`config.mk`:
```
export PLATFORM = sky130hd
export DESIGN_NAME = rect_drawer
export DESIGN_NICKNAME = d
export VERILOG_FILES = /design/src/rtl/rect_drawer.sv
export SDC_FILE = /design/constraint.sdc
export NUM_CORES = 1
export LEC_CHECK = 0
export ABC_CLOCK_PERIOD_IN_PS = 3550
export CORE_MARGIN = 2
export CORE_UTILIZATION = 45
export DETAILED_ROUTE_END_ITERATION = 16
export PLACE_DENSITY = 0.67
export SYNTH_ARGS = -nofsm -noshare
export SYNTH_HDL_FRONTEND = slang
export SYNTH_SLANG_ARGS = --single-unit
```
`constraint.sdc`:
```
create_clock -name clk -period 3.55 [get_ports clk]
set_input_delay 0.71 -clock clk [delete_from_list [all_inputs] [get_ports clk]]
set_output_delay 0.71 -clock clk [all_outputs]
set_load 0.005 [all_outputs]
```
`src/rtl/rect_drawer.sv`:
```
`default_nettype none
// ============================================================================
// rect_drawer : streams filled or outlined rectangle pixels in raster order.
// Rev 1.0 - initial release
// ============================================================================
module rect_drawer #(
  parameter int COORD_W  = 11,
  parameter int COLOR_W  = 1,
  parameter int SCREEN_W = 640,
  parameter int SCREEN_H = 480
) (
  input  logic                   clk,
  input  logic                   reset,
  input  logic                   start,
  input  logic [COORD_W-1:0]     x0,
  input  logic [COORD_W-1:0]     y0,
  input  logic [COORD_W-1:0]     w,
  input  logic [COORD_W-1:0]     h,
  input  logic                   outline,
  input  logic [COLOR_W-1:0]     color,
  input  logic                   pix_ready,
  output logic                   pix_valid,
  output logic [COORD_W-1:0]     x,
  output logic [COORD_W-1:0]     y,
  output logic [COLOR_W-1:0]     pix_color,
  output logic                   busy,
  output logic                   done,
  output logic [2*COORD_W-1:0]   pix_count
);

  typedef enum logic [1:0] {
    IDLE = 2'd0,
    DRAW = 2'd1,
    DONE = 2'd2
  } state_t;

  localparam logic [COORD_W:0]     c_x_max   = (COORD_W+1)'(SCREEN_W - 1);
  localparam logic [COORD_W:0]     c_y_max   = (COORD_W+1)'(SCREEN_H - 1);
  localparam logic [COORD_W:0]     c_one_ext = (COORD_W+1)'(1);
  localparam logic [COORD_W-1:0]   c_step    = COORD_W'(1);
  localparam logic [2*COORD_W-1:0] c_cnt_one = (2*COORD_W)'(1);

  state_t             r_state;
  logic [COORD_W-1:0] r_x0;
  logic [COORD_W-1:0] r_y0;
  logic [COORD_W:0]   r_xe;
  logic [COORD_W:0]   r_ye;
  logic [COORD_W:0]   r_xl;
  logic [COORD_W:0]   r_yl;
  logic               r_outline;

  // Edges carry one extra bit so x0+w-1 can exceed the coordinate range.
  logic [COORD_W:0] w_xe, w_ye, w_xl, w_yl;
  logic             w_empty;

  assign w_xe    = {1'b0, x0} + {1'b0, w} - c_one_ext;
  assign w_ye    = {1'b0, y0} + {1'b0, h} - c_one_ext;
  assign w_xl    = (w_xe > c_x_max) ? c_x_max : w_xe;
  assign w_yl    = (w_ye > c_y_max) ? c_y_max : w_ye;
  assign w_empty = (w == '0) || (h == '0) ||
                   ({1'b0, x0} > c_x_max) || ({1'b0, y0} > c_y_max);

  logic [COORD_W:0] w_x, w_y;
  logic             w_full_row, w_jump, w_row_more, w_last;

  assign w_x        = {1'b0, x};
  assign w_y        = {1'b0, y};
  assign w_full_row = !r_outline || (y == r_y0) || (w_y == r_ye);
  // Outline side rows: the left pixel hops straight to the right edge.
  assign w_jump     = !w_full_row && (x == r_x0) && (r_xe <= r_xl) &&
                      (r_xe != {1'b0, r_x0});
  assign w_row_more = w_full_row ? (w_x < r_xl) : w_jump;
  assign w_last     = !w_row_more && (w_y >= r_yl);

  always_ff @(posedge clk) begin
    if (reset) begin
      r_state   <= IDLE;
      r_x0      <= '0;
      r_y0      <= '0;
      r_xe      <= '0;
      r_ye      <= '0;
      r_xl      <= '0;
      r_yl      <= '0;
      r_outline <= 1'b0;
      pix_valid <= 1'b0;
      x         <= '0;
      y         <= '0;
      pix_color <= '0;
      busy      <= 1'b0;
      done      <= 1'b0;
      pix_count <= '0;
    end else begin
      done <= 1'b0;
      case (r_state)
        IDLE: begin
          if (start) begin
            r_x0      <= x0;
            r_y0      <= y0;
            r_xe      <= w_xe;
            r_ye      <= w_ye;
            r_xl      <= w_xl;
            r_yl      <= w_yl;
            r_outline <= outline;
            pix_count <= '0;
            busy      <= 1'b1;
            r_state   <= DRAW;
            if (!w_empty) begin
              x         <= x0;
              y         <= y0;
              pix_color <= color;
              pix_valid <= 1'b1;
            end
          end
        end
        DRAW: begin
          // An empty rectangle enters DRAW with pix_valid low and leaves at once.
          if (!pix_valid) begin
            busy    <= 1'b0;
            done    <= 1'b1;
            r_state <= DONE;
          end else if (pix_ready) begin
            pix_count <= pix_count + c_cnt_one;
            if (w_last) begin
              pix_valid <= 1'b0;
              busy      <= 1'b0;
              done      <= 1'b1;
              r_state   <= DONE;
            end else if (w_row_more) begin
              x <= w_jump ? r_xe[COORD_W-1:0] : x + c_step;
            end else begin
              x <= r_x0;
              y <= y + c_step;
            end
          end
        end
        DONE: begin
          r_state <= IDLE;
        end
        default: begin
          r_state <= IDLE;
        end
      endcase
    end
  end

endmodule
`default_nettype wire
```
After elaboration in Yosys (flattened, before gate mapping)
Cells that the tools add are included.
- $add $sub $neg: 7
- multipliers: 0
- div/mod/pow operators: 0
- $lt $le $gt $ge: 7
- equal/unequal tests: 13
- shifts and indexed selects: 0
- muxes and demuxes: 41
- bitwise operators: 2
- reduce and logical (&&, ||, !) cells: 25
- operators with widths (kind ; number):
    two-way mux 11 bit ; 13
    two-way mux 22 bit ; 3
    one-hot mux 11 bit (2 select lines) ; 2
    one-hot mux 22 bit (2 select lines) ; 1
    adder 11 x 11 -> 12 bit ; 2
    two-way mux 12 bit ; 2
    subtractor 12 x 1 -> 12 bit, second input constant ; 2
    adder 11 x 1 -> 11 bit, second input constant ; 2
    adder 22 x 1 -> 22 bit, second input constant ; 1
    == test 11 bit ; 2
    zero test 11 bit ; 2
    two-way mux 1 bit ; 13
    == test 11 x 12 -> 1 bit ; 1
    >= comparator 11 x 12 -> 1 bit ; 1
    > comparator 12 x 10 -> 1 bit, second input constant ; 1
    > comparator 12 x 9 -> 1 bit, second input constant ; 1
    less-or-equal comparator 12 bit ; 1
    less-than comparator 11 x 12 -> 1 bit ; 1
    inequality test 12 x 11 -> 1 bit ; 1
    inequality test 2 bit, second input constant ; 6
    > comparator 11 x 10 -> 1 bit, second input constant ; 1
    > comparator 11 x 9 -> 1 bit, second input constant ; 1
    AND reduction 3 bit ; 3
    two-way mux 2 bit ; 4
    15 further kinds ; 28
- bits in registers: 121
- latch bits: 0
- bits in writable memories: 0
- bits in read-only memories: 0
- output and inout bits: 48
- memories kept: 0

Depth between registers and ports, before layout
- word-level depth: 14
- mapped depth: 14
- gate-level depth less buffers: 14

Worst setup path after synthesis
Ideal clock, no wire load.
- path type: input-to-reg
- start: input port y0[1]
- end: register r_yl[2]
- data arrival time: 3.061 ns
- path slack: 0.345 ns
- stages: 13
- buffers on the path: 0
- path through: inv_1 > ha_1 > inv_1 > ha_1 > fa_1 > a21o_1 > a21oi_2 > o21a_1 > o31ai_1 > a21oi_1 > xor2_1 > nor4b_4 > a311oi_1
- word-level cells in the longest chain between the ends: 4
- ends and longest elaborated chain (item ; RTL line ; source):
    from (decl) ; 16 ; input logic [COORD_W-1:0] y0,
    adder 11 x 11 -> 12 bit * ; 57 ; assign w_ye = {1'b0, y0} + {1'b0, h} - c_one_ext;
    subtractor 12 x 1 -> 12 bit * ; 57 ;
    > comparator 12 x 9 -> 1 bit ; 59 ; assign w_yl = (w_ye > c_y_max) ? c_y_max : w_ye;
    two-way mux 12 bit * ; 59 ;
    to (signal assigned) ; 102 ; r_yl <= w_yl;
    to (decl) ; 49 ; logic [COORD_W:0] r_yl;
Mark *: on every way between the ends. The rest lies on a longest branch, timed or not.
A chain may end at the register's enable or synchronous reset.

Final worst setup path
- start: input port x0[1]
- end: register r_xl[8]
- word-level cells in the longest chain between the ends: 4
- ends and longest elaborated chain (item ; RTL line ; source):
    from (decl) ; 15 ; input logic [COORD_W-1:0] x0,
    adder 11 x 11 -> 12 bit * ; 56 ; assign w_xe = {1'b0, x0} + {1'b0, w} - c_one_ext;
    subtractor 12 x 1 -> 12 bit * ; 56 ;
    > comparator 12 x 10 -> 1 bit ; 58 ; assign w_xl = (w_xe > c_x_max) ? c_x_max : w_xe;
    two-way mux 12 bit * ; 58 ;
    to (signal assigned) ; 101 ; r_xl <= w_xl;
    to (decl) ; 48 ; logic [COORD_W:0] r_xl;
Marks and branches as above.

==> metrics.md <==
| Metric | Value |
|---|---|
| Status | completed |
| Starting Density | 0.461 |
| Fin crit share | 0.944 |
| Commonest cells after routing, fill and taps aside | 123 x inv_1, 121 x dfxtp_1, 111 x nand2_1 |
| Startpoint type of the worst setup path | primary input |
| Final min period | 3.35 ns |
| Mapped Area | 0.00798 mm² |
| Post-synth EDFFs | 0 |
| Post-synthesis net count | 1137 |
| Worst-case reg-to-reg path depth | 10 |
| Starting DRT DRC Count | 530 |
| R2R setup slack | 0.62 ns |
| CTS tree | done |
| CTS Root Buffer Type | clkbuf_16 |
| DPL Wire Length | 16.3 mm |
| Crit path max fanout | 6 |
| Mapped Cells | 1007 |
| Asr flop ratio synth | 0 |
| Post-Layout Inst Area | 0.0102 mm² |
| Clk sink count | 121 |
| Relative slew slack | 0.417 |
| Core box area | 0.0173 mm² |
| Routability-driven placement congestion ratio | 0.842 |
| Largest net degree at the start of global routing | 78 |
| IO Pins | 98 |
| Total Nets Final | 1288 |
| Clock Pin Slew Worst Setup and Hold Paths | 0.05 ns |
| Critical path origin | x0[1] |
| Drt first pass iters | 5 |
| Die height | 137 µm |
| Synth warn | 0 |
| Internal power contribution | 3040 µW |
| Vias | 7406 |
| PwrDens | 424 mW/mm² |
| Share of cells above drive strength 1 | 0.123 |
| Drt total wl | 21.5 mm |
| Unrepaired setup endpoints after global routing | false |
| Hold path startpoint | r_yl[10] |
| Commonest non-fill, non-tap cell in the layout | inv_1 |
| Bufs on Longest Clock Path | 2 |
| CP Capture Type | register |
| Count of buffers from port buffering | 97 |
| Hold-fix buffers, CTS | 0 |
| Routed length per instance | 15.4 µm |
| Layout Area Growth over Synthesis | 28.2% |
| Worst slew pin tran | 0.874 ns |
| Worst R2R Start | r_xe[1] |
| Final slew viol count | 0 |
| Setup CP Type | primary input to register |
| F_max | 298 MHz |
| Leak | 0.00471 µW |
| # setup viols final | 0 |
| Vias in the first global route | 6884 |
| Max IR drop VDD | 215 µV |
| Setup Skew | 0.00732 ns |
| Max Cap Viol | 0 |
| Number of antenna violations at the first check in global routing | 0 |
| Diode count | 0 |
| Fill count | 1593 |
| Main synth FF type | dfxtp_1 |
| Final hold violation count | 0 |
| GRT Overall Usage | 0.237 |
| Placed instance count | 1362 |
| Worst Hold Class | register to register |
| Drt drc | 0 |
| GRT overflow | 0 |
| Final Power | 4330 µW |
| FP Rows | 48 |
| Post-layout util | 0.591 |
| Critical path arrival | 3.67 ns |
| Worst Path Required | 3.86 ns |
| Switching fraction of total power | 0.298 |
| Antenna-violating nets left | 0 |
| Yosys cell types | 63 |
| Die ar. | 0.0188 mm² |
| Register share of total power | 0.349 |
| Switching power | 1290 µW |
| Via density | 5.31 |
| Die span in x | 137 µm |
| DP Area | 0.00963 mm² |
| Hold Crit Depth | 2 |
| Register area share after synthesis | 0.304 |
| Clock share of power | 0.385 |
| Comb power frac | 0.266 |
| Num CTS Buffers | 17 |
| Final Non-Filler Cells | 1396 |
| Mean Syn Cell Area | 7.92 µm² |
| CTS H-tree lvls | 4 |
| First-pass GRT wire length | 34.7 mm |
| Worst-skew pair later-pin latency | 0.42 ns |
| Yosys reg bits | 121 |
-- flip-flops by register name, summed over array words and instances, names as in the netlist, 12 cells and up --
| register | flops |
|---|---|
| pix_count | 22 |
| r_xe | 12 |
| r_xl | 12 |
| r_ye | 12 |
| r_yl | 12 |
-- layout make-up --
class / count / area (µm²) / share of cell area
multi-input combinational: 718 / 4910 / 0.480
sequential: 121 / 2420 / 0.237
timing repair buffer: 177 / 1590 / 0.155
clock buffer: 23 / 468 / 0.0457
inverter: 123 / 462 / 0.0451
tap: 225 / 282 / 0.0275
clock inverter: 9 / 97.6 / 0.00954
-- logic make-up (layout without fill, tap and decap cells) --
kind of cell | after synthesis | after routing | synth area share
and+or+nand+nor | 315 | 315 | 0.187
AOI/OAI and AO/OA | 235 | 235 | 0.202
buffers and inverters | 168 | 332 | 0.0828
DFF | 121 | 121 | 0.304
xor gates and xnor gates | 86 | 86 | 0.0944
adders and majority gates | 80 | 80 | 0.127
muxes | 2 | 2 | 0.00267
-- worst max-delay path, stage by stage --
cell and delay (ns):
clkdlybuf4s50_1 0.47, inv_1 0.05, ha_1 0.27, inv_1 0.04, ha_1 0.20, inv_1 0.07, fa_2 0.20, nor2b_1 0.04
o21a_1 0.20, o21a_4 0.22, o21a_1 0.21, and2_4 0.17, a2111oi_4 0.32, buf_4 0.19, nor2b_4 0.06, a32o_1 0.25
-- routing by layer --
metal  vias to the layer above  track usage  share of wire
li1                       3758            -              -
met1                      3436        0.342           0.50
met2                       188        0.360           0.43
met3                        24       0.0337          0.048
met4                         0       0.0796          0.016
met5                         -            0              0
-- metrics by stage --
stage                     setup slack (ns)  hold WS [ns]  setup TNS (ns)
after floorplan                      0.345         0.420               0
after global placement              -0.253         0.434           -3.30
after detailed placement            -0.314         0.437           -4.55
after CTS                            0.113         0.445               0
after global routing                0.0317         0.462               0
final                                0.197         0.443               0
-- synth_stat cells (all sizes together) (10+ instances only) --
library cell / n / area [µm²]
ha: 78 / 976
and3: 16 / 100
o21ai: 37 / 200
nor2: 82 / 308
inv: 123 / 462
nand3: 24 / 120
a2bb2oi: 10 / 87.6
a221oi: 11 / 115
xnor2: 17 / 149
dfxtp: 121 / 2420
a31oi: 17 / 113
clkbuf: 35 / 131
nor4: 16 / 100
a21oi: 80 / 412
nand2: 111 / 417
nand4: 13 / 81.3
o211ai: 15 / 113
a211oi: 10 / 85.1
buf: 10 / 67.6
a21o: 14 / 105
xor2: 69 / 604
-- repair_timing --
| action | 4_1_cts | 5_1_grt |
|---|---|---|
| endpoints found under the setup margin | 0 | 16 |
| buffers inserted | 0 | 1 |
| gates resized for setup | 0 | 7 |
-- final timing paths --
path	end
hold / removal	r_yl[10]
hold reg to reg	r_yl[10]
setup reg to reg	y[7]
setup / recovery	r_xl[8]
-- power by group through the flow --
| stage | sequential [µW] | combinational [µW] | clock (µW) |
|---|---|---|---|
| detailed placement | 1540 | 1130 | 0 |
| global placement | 1540 | 1120 | 0 |
| CTS | 1510 | 1140 | 1690 |
| finish | 1510 | 1150 | 1670 |
| global route | 1520 | 1280 | 1740 |
| floorplan | 1520 | 733 | 0 |
No activity file was read; power rests on OpenSTA's default activity.
==> patch, RTL diff (same flow settings) <==
Reset style: asynchronous (`reset`), changed in one clocked block.
--- a/src/rtl/rect_drawer.sv
+++ b/src/rtl/rect_drawer.sv
@@ -73,5 +73,5 @@
   assign w_last     = !w_row_more && (w_y >= r_yl);
 
-  always_ff @(posedge clk) begin
+  always_ff @(posedge clk or posedge reset) begin
     if (reset) begin
       r_state   <= IDLE;
Check against the original RTL: differs if reset is asserted again (counterexample within 4 cycles, from zero or initial values and one cycle with reset high); with reset held inactive, the same outputs for 4 cycles.
==> patch against the unedited design <==
- synthesized area rose by 5.1%
- global-route usage down 0.24 points
- sequential cell count stayed put
- synthesized cell count decreased by 4.9%
- highest routed layer unchanged
- first-iteration DRC count increased by 19%
- final area up 5.1%
- worst setup slack lost 0.074 ns
- fmax decreased by 2.2%
- critical endpoint is now r_yl[4]
- critical path depth down 2
- routed wire length is 5.3% higher
Power is not compared: it rests on default switching activity, and its combinational part moved more than twofold at a synthesized area within 25%.
==> patch: results (changes against the unedited design) <==
Placement
  • HPWL after DPL: 17210 um (+5.8%)
  • Port Buffer Count: 97 (unchanged)
  • Pre-CTS setup slack: -0.3235 ns (-0.009227 ns)
  • GP Congestion: 0.8941 (+6.1%)

Logic synthesis
  • Post-synthesis adder-cell area fraction: 0.1212 (-0.006124)
  • Syn nets: 1088 (-4.3%)
  • Mux share of post-synthesis cell area: 0.005077 (+0.002410)
  • Xor and xnor area share after synthesis: 0.08780 (-0.006631)
  • Sequential share of the synthesized area: 0.3614 (+0.05767)
  • Compound-cell area share of the yosys netlist: 0.1766 (-0.02508)
  • Synth warnings: 0 (unchanged)
  • Top post-synthesis cells by count: 135 x inv_1, 121 x dfrtp_1, 102 x nand2_1
  • Mean post-synth cell area: 8.747 um2 (+10%)
  • Predominant post-synthesis flop cell: dfrtp_1
  • Area contributors post-synth: dfrtp_1 36%, ha_1 12%, inv_1 6.0%
  • Async SR Flop Fraction: 1.000 (+1.000)
  • Cell variety after synth: 67 (+6.3%)

Clock network
  • Clk_lat worst skew: between 0.4 and 0.5 ns
  • Post CTS Setup Buffer Count: 0 (unchanged)
  • Post_cts resized: 0 (unchanged)
  • Clk root buf: clkbuf_16
  • CTS buffer count: 17 (unchanged)
  • Worst-path clk slew: ~0.060 ns
  • Clk buf depth: 2 (unchanged)
  • H-tree Lvls: 4 (unchanged)

Cells and area
  • Share of cells above drive strength 1: 0.1194 (-0.003608)
  • Nets: 1248 (-3.1%)
  • Biggest register: pix_count
  • Number of flip-flops in the largest register: 22 (unchanged)
  • # fillers: 1638 (+2.8%)
  • # diodes: 0 (unchanged)

Status
  • Status: complete, no violations

Hold path
  • Worst hold path type: flop to flop

Critical path
  • Max FO, Critical Path: 5 (-1)
  • Reg2Reg Setup Slack: 0.51 ns (-0.11 ns)
  • Crit path DAT: 3.69 ns (+0.02 ns)

STA
  • Least-Margin Pin Slew: 0.7570 ns (-0.1168 ns)
  • Final period util: 0.9653 (+0.02087)
  • Hold WS: 0.4954 ns (+0.05222 ns)
  • Worst clock skew: 0.01232 ns (+0.005003 ns)

Detailed routing
  • Iteration-0 DRC Markers: 631 (+19%)
  • Wire per inst: 16.67 um (+8.1%)
  • Via count: 7388 (-0.24%)
  • Initial DRT Pass Iterations: 5 (unchanged)

GRT
  • First-pass GRT wire length: 36890 um (+6.2%)
  • Initial antenna violation count: 0 (unchanged)
  • Pin count of the biggest net entering global routing: 122 (+56%)
  • Vias in the first global route: 7159 (+4.0%)
  • GRT Util Overall: 0.2345 (-0.002436)

Pwr
  • Maximum vdd drop: 0.0003353 V
  • Leakage: 5.140 nW
==> patch: changes by cell type in the layout (fill, tap and decap cells not counted), sizes merged, moves of 15 or more <==
cell and change:
dfrtp +121, a21oi -54, xor2 -15, a31oi -15
dfxtp -121, nor2 -33
==> patch: cells by family (layout without fill, tap and decap cells) <==
family | after synthesis | after routing
mux | 4 | 4
fa+ha+maj | 80 | 80
compound gates | 205 | 205
simple gates | 289 | 289
buf+inv | 175 | 348
xor+xnor | 84 | 84
flops | 121 | 121
==> patch: power by group <==
group	leakage, nW	internal (W)	total, W	switching, W
registers	1.47	0.00186	0.00249	0.000635
logic	3.39	0.00168	0.00356	0.00188
clock network	0.280	0.00105	0.00168	0.000637
==> patch: per-stage QoR <==
step                      power (W)  instances  cell area, um2    util
after global placement     0.005912       1328           10140  0.5606
final                      0.007736       1360           10750  0.5945
after detailed placement   0.005991       1328           10140  0.5606
after floorplan            0.004623        958            8383       -
after CTS                  0.007721       1360           10710  0.5923
after global routing       0.008291       1360           10750  0.5945
==> patch: layout make-up <==
class / count / area [um2] / area share
Tap cell: 229 / 286.5 / 0.02665
Timing Repair Buffer: 181 / 1627 / 0.1513
Multi-Input combinational cell: 662 / 4727 / 0.4397
Sequential cell: 121 / 3028 / 0.2816
Clock inverter: 12 / 126.4 / 0.01175
Inverter: 135 / 510.5 / 0.04748
Clock buffer: 20 / 446.7 / 0.04155
==> patch: worst max-delay path: stages <==
cell             delay, ns
clkdlybuf4s50_1       0.50
inv_1                 0.10
ha_1                  0.29
inv_1                 0.04
ha_1                  0.33
nor2b_2               0.17
o31a_1                0.26
o31ai_2               0.30
a211o_1               0.18
o311ai_1              0.12
buf_4                 0.16
nor4_1                0.28
buf_4                 0.19
a22oi_1               0.06
==> patch: final timing paths <==
check	from	depth (start not counted)	end
setup reg to reg	x[4]	8	y[5]
min in group asynchronous	reset	3	x[0]
hold reg to reg	r_ye[11]	2	r_ye[11]
hold / removal	r_ye[11]	2	r_ye[11]
setup / recovery	y0[3]	14	r_yl[4]
max in group asynchronous	reset	3	r_x0[0]
==> patch: metal layers <==
layer	vias to the layer above	track usage	part of all wire
met3	30	0.03282	0.046
met5	-	0	0
li1	3659	-	-
met4	0	0.06421	0.014
met1	3494	0.3442	0.49
met2	205	0.3646	0.45
